### config.mk
export PLATFORM = sky130hd
export DESIGN_NAME = alb_pipe_flat
export DESIGN_NICKNAME = d
export VERILOG_FILES = /design/src/rtl/alb_if.sv /design/src/rtl/alb_pipe.sv /design/src/flat_wrapper.sv
export SDC_FILE = /design/constraint.sdc
export NUM_CORES = 1
export LEC_CHECK = 0
export ABC_AREA = 1
export CORE_UTILIZATION = 35
export CTS_BUF_LIST = sky130_fd_sc_hd__clkbuf_16
export DETAILED_ROUTE_END_ITERATION = 12
export SETUP_SLACK_MARGIN = 0.02
export SYNTH_ARGS = -nofsm -noshare
export SYNTH_HDL_FRONTEND = slang
export SYNTH_SLANG_ARGS = --single-unit
### constraint.sdc
create_clock -name clk -period 3.75 [get_ports clk]
set_input_delay 0.75 -clock clk [delete_from_list [all_inputs] [get_ports clk]]
set_output_delay 0.75 -clock clk [all_outputs]
set_load 0.03 [all_outputs]
### src/rtl/alb_if.sv
`default_nettype none
// ============================================================================
// Module      : alb_if
// Description : Operand/result handshake bundle for the alb_pipe ALU stage.
// Revision    : 1.0 - initial release
// ============================================================================
interface alb_if #(
    parameter int WIDTH = 8
);
    logic             in_valid;
    logic             in_ready;
    logic [WIDTH-1:0] R_in;
    logic [WIDTH-1:0] S_in;
    logic             CI;
    logic [2:0]       I;
    logic             out_valid;
    logic             out_ready;
    logic [WIDTH-1:0] F_ALB;
    logic             CO;
    logic             VO;
    logic             NO;
    logic             ZO;

    modport master (
        output in_valid, R_in, S_in, CI, I, out_ready,
        input  in_ready, out_valid, F_ALB, CO, VO, NO, ZO
    );

    modport slave (
        input  in_valid, R_in, S_in, CI, I, out_ready,
        output in_ready, out_valid, F_ALB, CO, VO, NO, ZO
    );
endinterface
`default_nettype wire

### src/rtl/alb_pipe.sv
`default_nettype none
// ============================================================================
// Module      : alb_pipe
// Description : Handshaked WIDTH-bit ALU with registered result and flags.
//               Define ALB_SHIFT_EN to build the multi-cycle shifter.
// Revision    : 1.0 - initial release
// ============================================================================
module alb_pipe #(
    parameter int WIDTH = 8
) (
    input  wire logic clk,
    input  wire logic reset,
    alb_if.slave      bus
);
    localparam int SHW = $clog2(WIDTH);

    typedef enum logic [1:0] {
        ST_IDLE = 2'd0,
`ifdef ALB_SHIFT_EN
        ST_BUSY = 2'd2,
`endif
        ST_HOLD = 2'd1
    } state_t;

    state_t           r_state;
    logic [WIDTH-1:0] r_f;
    logic             r_co;
    logic             r_vo;
    logic             r_no;
    logic             r_zo;

    logic [WIDTH:0]   w_sum;
    logic [WIDTH-1:0] w_b;
    logic [WIDTH-1:0] w_f;
    logic             w_co;
    logic             w_vo;
    logic             w_sub;
    logic             w_accept;

    assign bus.in_ready  = (r_state == ST_IDLE) || ((r_state == ST_HOLD) && bus.out_ready);
    assign bus.out_valid = (r_state == ST_HOLD);
    assign bus.F_ALB     = r_f;
    assign bus.CO        = r_co;
    assign bus.VO        = r_vo;
    assign bus.NO        = r_no;
    assign bus.ZO        = r_zo;

    assign w_accept = bus.in_valid && bus.in_ready;

    // Subtract is S + ~R + CI, so one adder serves both arithmetic opcodes.
    assign w_sub = (bus.I == 3'b000);
    assign w_b   = w_sub ? ~bus.R_in : bus.R_in;
    assign w_sum = {1'b0, bus.S_in} + {1'b0, w_b} + {{WIDTH{1'b0}}, bus.CI};

    always_comb begin
        w_f  = bus.S_in;
        w_co = 1'b0;
        w_vo = 1'b0;
        case (bus.I)
            3'b000: begin
                w_f  = w_sum[WIDTH-1:0];
                w_co = w_sum[WIDTH];
                w_vo = (bus.S_in[WIDTH-1] != bus.R_in[WIDTH-1]) &&
                       (w_sum[WIDTH-1] != bus.S_in[WIDTH-1]);
            end
            3'b010: begin
                w_f  = w_sum[WIDTH-1:0];
                w_co = w_sum[WIDTH];
                w_vo = (bus.S_in[WIDTH-1] == bus.R_in[WIDTH-1]) &&
                       (w_sum[WIDTH-1] != bus.S_in[WIDTH-1]);
            end
            3'b001:  w_f = bus.S_in | bus.R_in;
            3'b011:  w_f = ~(bus.S_in ^ bus.R_in);
            3'b100:  w_f = bus.S_in & bus.R_in;
            3'b101:  w_f = bus.S_in ^ bus.R_in;
            // Shifts by zero (or with the shifter absent) pass S through.
            default: w_f = bus.S_in;
        endcase
    end

`ifdef ALB_SHIFT_EN
    logic [WIDTH-1:0] r_sh;
    logic [SHW-1:0]   r_cnt;
    logic             r_dir;
    logic [SHW-1:0]   w_n;
    logic             w_start_shift;
    logic [WIDTH-1:0] w_sh_next;
    logic             w_sh_out;

    assign w_n           = bus.R_in[SHW-1:0];
    assign w_start_shift = (bus.I[2:1] == 2'b11) && (w_n != '0);
    // r_dir=1 is a right shift; the bit leaving the register is the carry.
    assign w_sh_next     = r_dir ? {1'b0, r_sh[WIDTH-1:1]} : {r_sh[WIDTH-2:0], 1'b0};
    assign w_sh_out      = r_dir ? r_sh[0] : r_sh[WIDTH-1];
`endif

    always_ff @(posedge clk) begin
        if (reset) begin
            r_state <= ST_IDLE;
            r_f     <= '0;
            r_co    <= 1'b0;
            r_vo    <= 1'b0;
            r_no    <= 1'b0;
            r_zo    <= 1'b0;
`ifdef ALB_SHIFT_EN
            r_sh    <= '0;
            r_cnt   <= '0;
            r_dir   <= 1'b0;
`endif
        end else begin
            if (w_accept) begin
`ifdef ALB_SHIFT_EN
                if (w_start_shift) begin
                    r_state <= ST_BUSY;
                    r_sh    <= bus.S_in;
                    r_cnt   <= w_n;
                    r_dir   <= bus.I[0];
                end else
`endif
                begin
                    r_state <= ST_HOLD;
                    r_f     <= w_f;
                    r_co    <= w_co;
                    r_vo    <= w_vo;
                    r_no    <= w_f[WIDTH-1];
                    r_zo    <= (w_f == '0);
                end
            end
`ifdef ALB_SHIFT_EN
            else if (r_state == ST_BUSY) begin
                r_sh  <= w_sh_next;
                r_cnt <= r_cnt - SHW'(1);
                if (r_cnt == SHW'(1)) begin
                    r_state <= ST_HOLD;
                    r_f     <= w_sh_next;
                    r_co    <= w_sh_out;
                    r_vo    <= 1'b0;
                    r_no    <= w_sh_next[WIDTH-1];
                    r_zo    <= (w_sh_next == '0);
                end
            end
`endif
            else if ((r_state == ST_HOLD) && bus.out_ready) begin
                r_state <= ST_IDLE;
            end
        end
    end
endmodule
`default_nettype wire
### src/flat_wrapper.sv
// flat-port wrapper written by rule: the top's interface ports become plain ports
module alb_pipe_flat 
#(
    parameter int WIDTH = 8
)
  (clk, reset, bus_in_valid, bus_R_in, bus_S_in, bus_CI, bus_I, bus_out_ready, bus_in_ready, bus_out_valid, bus_F_ALB, bus_CO, bus_VO, bus_NO, bus_ZO);
  alb_if #(.WIDTH(WIDTH)) bus_i ();
  input  wire logic clk;
  input  wire logic reset;
  input wire logic [$bits(bus_i.in_valid)-1:0] bus_in_valid;
  input wire logic [$bits(bus_i.R_in)-1:0] bus_R_in;
  input wire logic [$bits(bus_i.S_in)-1:0] bus_S_in;
  input wire logic [$bits(bus_i.CI)-1:0] bus_CI;
  input wire logic [$bits(bus_i.I)-1:0] bus_I;
  input wire logic [$bits(bus_i.out_ready)-1:0] bus_out_ready;
  output wire logic [$bits(bus_i.in_ready)-1:0] bus_in_ready;
  output wire logic [$bits(bus_i.out_valid)-1:0] bus_out_valid;
  output wire logic [$bits(bus_i.F_ALB)-1:0] bus_F_ALB;
  output wire logic [$bits(bus_i.CO)-1:0] bus_CO;
  output wire logic [$bits(bus_i.VO)-1:0] bus_VO;
  output wire logic [$bits(bus_i.NO)-1:0] bus_NO;
  output wire logic [$bits(bus_i.ZO)-1:0] bus_ZO;
  assign bus_i.in_valid = bus_in_valid;
  assign bus_i.R_in = bus_R_in;
  assign bus_i.S_in = bus_S_in;
  assign bus_i.CI = bus_CI;
  assign bus_i.I = bus_I;
  assign bus_i.out_ready = bus_out_ready;
  assign bus_in_ready = bus_i.in_ready;
  assign bus_out_valid = bus_i.out_valid;
  assign bus_F_ALB = bus_i.F_ALB;
  assign bus_CO = bus_i.CO;
  assign bus_VO = bus_i.VO;
  assign bus_NO = bus_i.NO;
  assign bus_ZO = bus_i.ZO;
  alb_pipe #(.WIDTH(WIDTH)) u_core (.clk(clk), .reset(reset), .bus(bus_i));
endmodule
## Yosys cells after proc, flatten, opt, wreduce, memory -nomap -nowiden

Cells that the tools add are included.

| word-level totals | value |
|---|---|
| input bits | 24 |
| register bits | 13 |

| cells by class | value |
|---|---|
| mux-type cells | 6 |
| reductions and logical operators | 10 |
| add/sub/neg operators | 2 |
| equal/unequal tests | 8 |
| bitwise logic cells | 5 |

Operator list:

| operator | count |
|---|---|
| case mux 8 bit (5 select lines) | 1 |
| NOT 8 bit | 2 |
| adder 8 x 8 -> 9 bit | 1 |
| adder 9 x 1 -> 9 bit | 1 |
| AND 8 bit | 1 |
| logical NOT 8 bit | 1 |
| 2-to-1 mux 8 bit | 1 |
| bitwise OR 8 bit | 1 |
| bitwise XOR 8 bit | 1 |
| equality test 3 x 2 -> 1 bit (second input constant) | 2 |
| equality test 3 bit (second input constant) | 2 |
| logical AND 1 bit | 4 |
| equality test 3 x 1 -> 1 bit (second input constant) | 1 |
| logical NOT 3 bit | 1 |
| 2-to-1 mux 1 bit | 3 |
| logical NOT 2 bit | 1 |
| inequality test 1 bit | 2 |
| case mux 1 bit (2 select lines) | 1 |
| nonzero test 2 bit | 1 |
| OR reduction 2 bit | 1 |
| equality test 1 bit | 1 |
| logical OR 1 bit | 1 |

## Longest topological paths before layout

Gate-level depths: netlist of the first run.

| logic depth | value |
|---|---|
| depth after elaboration | 7 |
| gate-level depth with buffers | 19 |
| mapped depth without buffers | 18 |

## Worst setup path after synthesis of the first run

No wires, ideal clock.

| path | value |
|---|---|
| path kind | in2reg |
| start | in bus_I[0] |
| end | reg u_core.r_zo (netlist: u_core.bus.ZO) |
| stages on the path | 18 |
| data arrival time | 3.161 ns |
| slack | 0.525 ns |
| library setup time | 0.064 ns |
| cell sequence | buf_4 > nor2_2 > nand2_1 > xor2_1 > fa_1 > inv_1 > fa_1 > nand2_1 > nand2_1 > a21oi_1 > nand2_1 > nand2_1 > nand2_1 > nor2_1 > nand3_1 > nor2_1 > nor2_1 > nor2_1 |

| on the way | value |
|---|---|
| word-level cells in the longest chain between the ends | 6 |
| elaborated cells on any way between the ends | 12 |

RTL lines:

| item | line | RTL |
|---|---|---|
| from (decl) | flat_wrapper.sv:14 | `input wire logic [$bits(bus_i.I)-1:0] bus_I;` |
| logical NOT 3 bit | alb_pipe.sv:51, alb_pipe.sv:59 |  |
| 2-to-1 mux 8 bit | alb_pipe.sv:52 | `assign w_b = w_sub ? ~bus.R_in : bus.R_in;` |
| adder 8 x 8 -> 9 bit | alb_pipe.sv:53 | `assign w_sum = {1'b0, bus.S_in} + {1'b0, w_b} + {{WIDTH{1'b0}}, bus.CI};` |
| adder 9 x 1 -> 9 bit | alb_pipe.sv:53 |  |
| case mux 8 bit (5 select lines) * | alb_pipe.sv:59 | `case (bus.I)` |
| logical NOT 8 bit * | alb_pipe.sv:126 | `r_zo <= (w_f == '0);` |
| to (signal assigned) | alb_pipe.sv:126 |  |
| to (decl) | alb_pipe.sv:30 | `logic r_zo;` |

Mark *: on every way between the ends. The rest lies on a longest branch, timed or not.
A chain may end at the register's enable or synchronous reset.

## Final worst setup path of the first run

| path | value |
|---|---|
| start | in bus_I[1] |
| end | reg u_core.r_zo (netlist: u_core.bus.ZO) |

Same word-level chain as after synthesis.

==> impl_metrics.ini, run 1 <==
[setup_path]
path_buf_inv = 3
r2r_start = u_core.r_state[0]$_SDFFE_PP0P_
cpMostUsedCell = nor2_1
cp-start-kind = primary input
slowest_delay_ns = 0.57
critPathKind = in -> reg
regToRegSetupSlack_ns = 2.38
worstPathArrival_ns = 3.36
rr_endpoint = u_core.bus.ZO$_SDFFE_PP0P_
endpoint_kind = flop
reg2regPathDepth = 9
crit_fanout = 7
path_delay_family = simple AND/OR/NAND/NOR gates
worstPathCellList = clkdlybuf4s50_1 -> inv_2 -> nand2_1 -> xor2_1 -> fa_1 -> inv_1 -> fa_1 -> or2_2 -> nand3_1 -> nand2_1 -> nor2_1 -> nand3b_1 -> nor2_1 -> nand3_1 -> nor2_1 -> nor2_1 -> nor2_1
crit_cells = 17
worst_path_max_delay_cell = clkdlybuf4s50_1
worstPathRequired_ns = 3.92

[cells_and_area]
num-nets-final = 362
antenna-diode-count = 0
drive_above_1_share_pct = 4.82
area_growth_pct = 32.1
layout_commonest_cell = nand2_1
final_cell_mix = nand2_1, inv_1, clkdlybuf4s50_1
utilization_pct = 48.3
n_fill_cell = 472

[min_path]
hold_path_class = reg -> reg
hold-path-cell-count = 2
worstHoldStart = u_core.bus.CO$_SDFFE_PP0P_
min_delay_worst_endpoint = u_core.bus.CO$_SDFFE_PP0P_

[synthesis]
synth.top_cell.area_share_pct = 19.4
ys_seq_area_share_pct = 15.0
synth-simple-area-share_pct = 36.0
synthXorXnorAreaFrac_pct = 4.91
syn-num-nets = 320
synth_compound_area_share_pct = 9.36
synth_seq_cells = 12
synth-adder-area-share_pct = 20.4
synth_mux_area_share_pct = 0
synthTopCellsByArea = nand2_1, ha_1, dfxtp_1
yosysWarningCount = 0
synth_area_mm2 = 0.00160
synth_top_family_by_area = simple AND/OR/NAND/NOR gates
synth.largest_area_cell = nand2_1
syn-instance-count = 271
ys_types = 23
avgSynthCellArea_um2 = 5.92

[timing]
setup_slack_ns = 0.557
fin_worst_skew_ns = 0.000408
fin_crit_sh_pct = 85.2
hold_violations = 0
drv_slew = 0
tightest_slew_ns = 0.599
tns_ns = 0
rsz0062_at_grt = false
timing.slew.headroom_pct = 59.9
setup_viol = 0
holdWs_ns = 0.466
fmax_mhz = 313
min_period_ns = 3.19

[drt]
ant_nets = 0
first_pass_iters = 6
vias = 1685
vias_per_cell = 4.64
drt_iter0_markers = 69
post_drt_wl_per_cell_um = 11.2
drc = 0
drt_wl_total_mm = 4.06

[global_route]
grt_start_max_net_pins = 15
grt-ovfl-total = 0
grt.total_usage_pct = 17.0
antenna_found_initial = 0
grt_pass1_vias = 1557
grt_first_pass_wirelength_mm = 6.78

[place]
place_hpwl_mm = 3.21
port_buffers = 37
pre_cts_slack_ns = 0.354
gp_congestion = 0.823

[floorplanning]
num_rows = 24
io_pins = 38
die_h_um = 69.7
core_area_mm2 = 0.00438
dieWidth_um = 69.7
fp.dieArea_mm2 = 0.00486
initial_utilization_pct = 36.6

[flow_run]
cap_viol_max_count = 0

[clock_network]
clk_pin_slew_ns = 0.04
cts_buffer_depth = 2
postCtsSetupBuffers = 0
cts_resized = 0
cts_made_buffers = 3
cts_root_buffer = clkbuf_16
htreeDepth = 1
clkLatencyLatePin_ns = 0.23
holdBufCountCts = 0
tritoncts = done
cts.sinks = 12

[pwr]
irDropWorstVdd_mv = 0.174
finalPower_mw = 0.580
p_leak_nw = 1.15
power_density_mw_per_mm2 = 274

[run_status]
status = completed
==> worst register-to-register path: cells and delay by family (launching register included) <==
family | cells | cell delay, ns
AOI/OAI and AO/OA | 1 | 0.18
DFF | 1 | 0.30
and+or+nand+nor | 8 | 0.84
==> sequential cells by signal, indices dropped and copies added (netlist names) <==
register	cells
u_core.bus.ZO	1
u_core.bus.F_ALB	8
u_core.bus.CO	1
u_core.bus.VO	1
u_core.r_state	1
==> where the power goes <==
group	switching, mW	internal (mW)	total [mW]	leakage (nW)
combinational	0.148	0.103	0.251	1.02
clock	0.0482	0.138	0.186	0.0370
sequential	0.00470	0.138	0.142	0.0990
==> per-stage QoR <==
stage               instance area, um^2  cells
global placement                   2040    360
finish                             2120    363
floorplan                          1600    271
CTS                                2120    363
detailed placement                 2040    360
global route                       2120    363
==> synthesized netlist by cell type (all sizes together) <==
| cell type | n |
|---|---|
| and3 | 1 |
| nand4 | 1 |
| o211ai | 6 |
| nor3 | 4 |
| nand3 | 19 |
| clkbuf | 1 |
| o21ai | 11 |
| buf | 3 |
| nor2 | 29 |
| xor2 | 9 |
| dfxtp | 12 |
| a21oi | 10 |
| nand2 | 84 |
| ha | 23 |
| inv | 54 |
| nand3b | 1 |
| or2 | 1 |
| fa | 2 |
==> kinds of logic after synthesis <==
logic type / after synthesis
flip-flops: 12
XOR/XNOR: 9
adder cells (fa/ha/maj): 25
AO/OA/AOI/OAI: 27
buffers and inverters: 58
AND/OR/NAND/NOR: 140
==> cell type report <==
type	instances	area [um^2]	share of cell area, %
multi-input combinational	201	1130	53.6
timing repair buffer	41	400	18.9
sequential	12	240	11.3
inverter	54	203	9.57
clock buffer	3	75.1	3.54
tap	52	65.1	3.07
==> metal layers <==
layer / track usage (%) / vias up / wire length (um)
li1: - / 919 / -
met1: 23.8 / 738 / 2070
met2: 28.7 / 28 / 1870
met3: 2.76 / 0 / 123
met4: 1.33 / 0 / 0
met5: 0 / - / 0
==> worst max path at each step <==
stage / startpoint / to
final: bus_I[1] / u_core.bus.ZO$_SDFFE_PP0P_
after global routing: bus_I[1] / u_core.bus.ZO$_SDFFE_PP0P_
after detailed placement: bus_I[1] / u_core.bus.ZO$_SDFFE_PP0P_
after floorplan: bus_I[0] / u_core.bus.ZO$_SDFFE_PP0P_
after global placement: bus_I[1] / u_core.bus.ZO$_SDFFE_PP0P_
after CTS: bus_I[1] / u_core.bus.ZO$_SDFFE_PP0P_
Note: power is estimated with default switching activity, not from simulation.
==> inputs of run 2 (changes only) <==
--- a/config.mk
+++ b/config.mk
@@ -6,9 +6,12 @@
 export NUM_CORES = 1
 export LEC_CHECK = 0
 export ABC_AREA = 1
-export CORE_UTILIZATION = 35
+export CELL_PAD_IN_SITES_DETAIL_PLACEMENT = 1
+export CELL_PAD_IN_SITES_GLOBAL_PLACEMENT = 2
+export CORE_UTILIZATION = 25
 export CTS_BUF_LIST = sky130_fd_sc_hd__clkbuf_16
 export DETAILED_ROUTE_END_ITERATION = 12
+export PLACE_DENSITY_LB_ADDON = 0.1
 export SETUP_SLACK_MARGIN = 0.02
 export SYNTH_ARGS = -nofsm -noshare
 export SYNTH_HDL_FRONTEND = slang
==> impl_metrics.ini, run 2 (synthesis results as in run 1) <==
[place]
placed_cells = 383
place_area_mm2 = 0.00207
place_hpwl_mm = 4.20
gp_congestion = 0.779
port_buffers = 37

[timing]
min_period_ns = 3.20
tightest_slew_ns = 0.616
timing.slew.headroom_pct = 58.8
fin_crit_sh_pct = 85.4
holdWs_ns = 0.465
hold_violations = 0
setup_viol = 0
tns_ns = 0
fin_worst_skew_ns = 0.00110
drv_slew = 0
rsz0062_at_grt = false
fmax_mhz = 312

[cells_and_area]
antenna-diode-count = 0
stdcell_count = 386
largest_register_ffs = 8
layout_commonest_cell = nand2_1
finalInstanceArea_mm2 = 0.00215
num-nets-final = 362
area_growth_pct = 33.9
utilization_pct = 35.4
drive_above_1_share_pct = 4.82
final_cell_mix = nand2_1, inv_1, clkdlybuf4s50_1

[drt]
drt_iter0_markers = 33
post_drt_wl_per_cell_um = 13.0
vias_per_cell = 4.51
vias = 1741
drc = 0
drt_wl_total_mm = 5.00
ant_nets = 0
first_pass_iters = 4

[clock_network]
cts_made_buffers = 3
clk_pin_slew_ns = 0.04
cts_resized = 0
clkLatencyLatePin_ns = 0.23
cts_root_buffer = clkbuf_16
htreeDepth = 1
cts.sinks = 12
holdBufCountCts = 0
postCtsSetupBuffers = 0
cts_buffer_depth = 2
tritoncts = done

[pwr]
internal-power_mw = 0.380
irDropWorstVdd_mv = 0.160
swShare_pct = 35.6
p_sw_mw = 0.210
power_density_mw_per_mm2 = 275
p_clk_share_pct = 32.1
pwr-share-seq_pct = 24.2
p_leak_nw = 1.15
comb_power_share_pct = 43.7

[global_route]
met1_usage_pct = 20.9
grt_first_pass_wirelength_mm = 8.24
met3_usage_pct = 2.31
grt_start_max_net_pins = 15
use_met2_pct = 30.2
antenna_found_initial = 0
grt.total_usage_pct = 16.5
grt_pass1_vias = 1756
grt-ovfl-total = 0
busiest_layer = met2

[floorplanning]
io_pins = 38
core_area_mm2 = 0.00606
dieWidth_um = 82.1
die_h_um = 82.1
fp.dieArea_mm2 = 0.00674
initial_utilization_pct = 26.5
num_rows = 28

[flow_run]
cap_viol_max_count = 0

[setup_path]
worstPathRequired_ns = 3.92
worstPathArrival_ns = 3.37
critPathKind = in -> reg
endpoint_kind = flop
cp-start-kind = primary input
crit_fanout = 7

[min_path]
hold_path_class = reg -> reg

[run_status]
status = completed
## run 2: cell counts in the layout (fill, tap and decap cells not counted)
No cell type changed its count.
## run 2: worst max-delay path, cell delays in order
cell             delay, ns
clkdlybuf4s50_1       0.57
inv_2                 0.11
nand2_1               0.12
xor2_1                0.18
fa_1                  0.19
inv_1                 0.06
fa_1                  0.37
or2_2                 0.30
nand3_1               0.07
nand2_1               0.05
nor2_1                0.08
nand3b_1              0.11
nor2_1                0.12
nand3_1               0.08
nor2_1                0.09
nor2_1                0.04
nor2_1                0.07
## run 2: area by class of cell
type	instances	area, um^2
Multi-Input combinational cell	201	1130
Timing Repair Buffer	41	400
Fill cell	813	3910
Clock buffer	3	75.1
Sequential cell	12	240
Inverter	54	203
Tap cell	75	93.8
## run 2: routing by layer
metal  wire (um)  vias to the layer above  part of all wire, %
li1            -                      916                    -
met2        2410                       24                   48
met5           0                        -                    0
met1        2440                      799                   49
met4          12                        0                 0.24
met3         143                        2                  2.9
## run 2: worst paths after layout
path                                                     start                         end  slack, ns  cells past startpoint
worst max-delay path                                  bus_I[1]  u_core.bus.ZO$_SDFFE_PP0P_       0.55                     17
worst min-delay path                u_core.bus.CO$_SDFFE_PP0P_  u_core.bus.CO$_SDFFE_PP0P_       0.46                      2
worst max register to register  u_core.r_state[0]$_SDFFE_PP0P_  u_core.bus.ZO$_SDFFE_PP0P_       2.39                      9
worst min register to register      u_core.bus.CO$_SDFFE_PP0P_  u_core.bus.CO$_SDFFE_PP0P_       0.46                      2
## run 2: through the flow
step	setup WS (ns)	power [mW]
floorplan	0.525	0.308
global placement	0.377	0.406
detailed placement	0.308	0.407
CTS	0.541	0.600
global route	0.255	0.642
finish	0.547	0.590
## run 2: power groups by stage
| stage | registers, mW | logic, mW | clock network, mW |
|---|---|---|---|
| after floorplan | 0.163 | 0.145 | 0 |
| after global placement | 0.145 | 0.262 | 0 |
| after detailed placement | 0.145 | 0.262 | 0 |
| after CTS | 0.143 | 0.264 | 0.194 |
| after global routing | 0.144 | 0.296 | 0.202 |
| final | 0.143 | 0.258 | 0.189 |
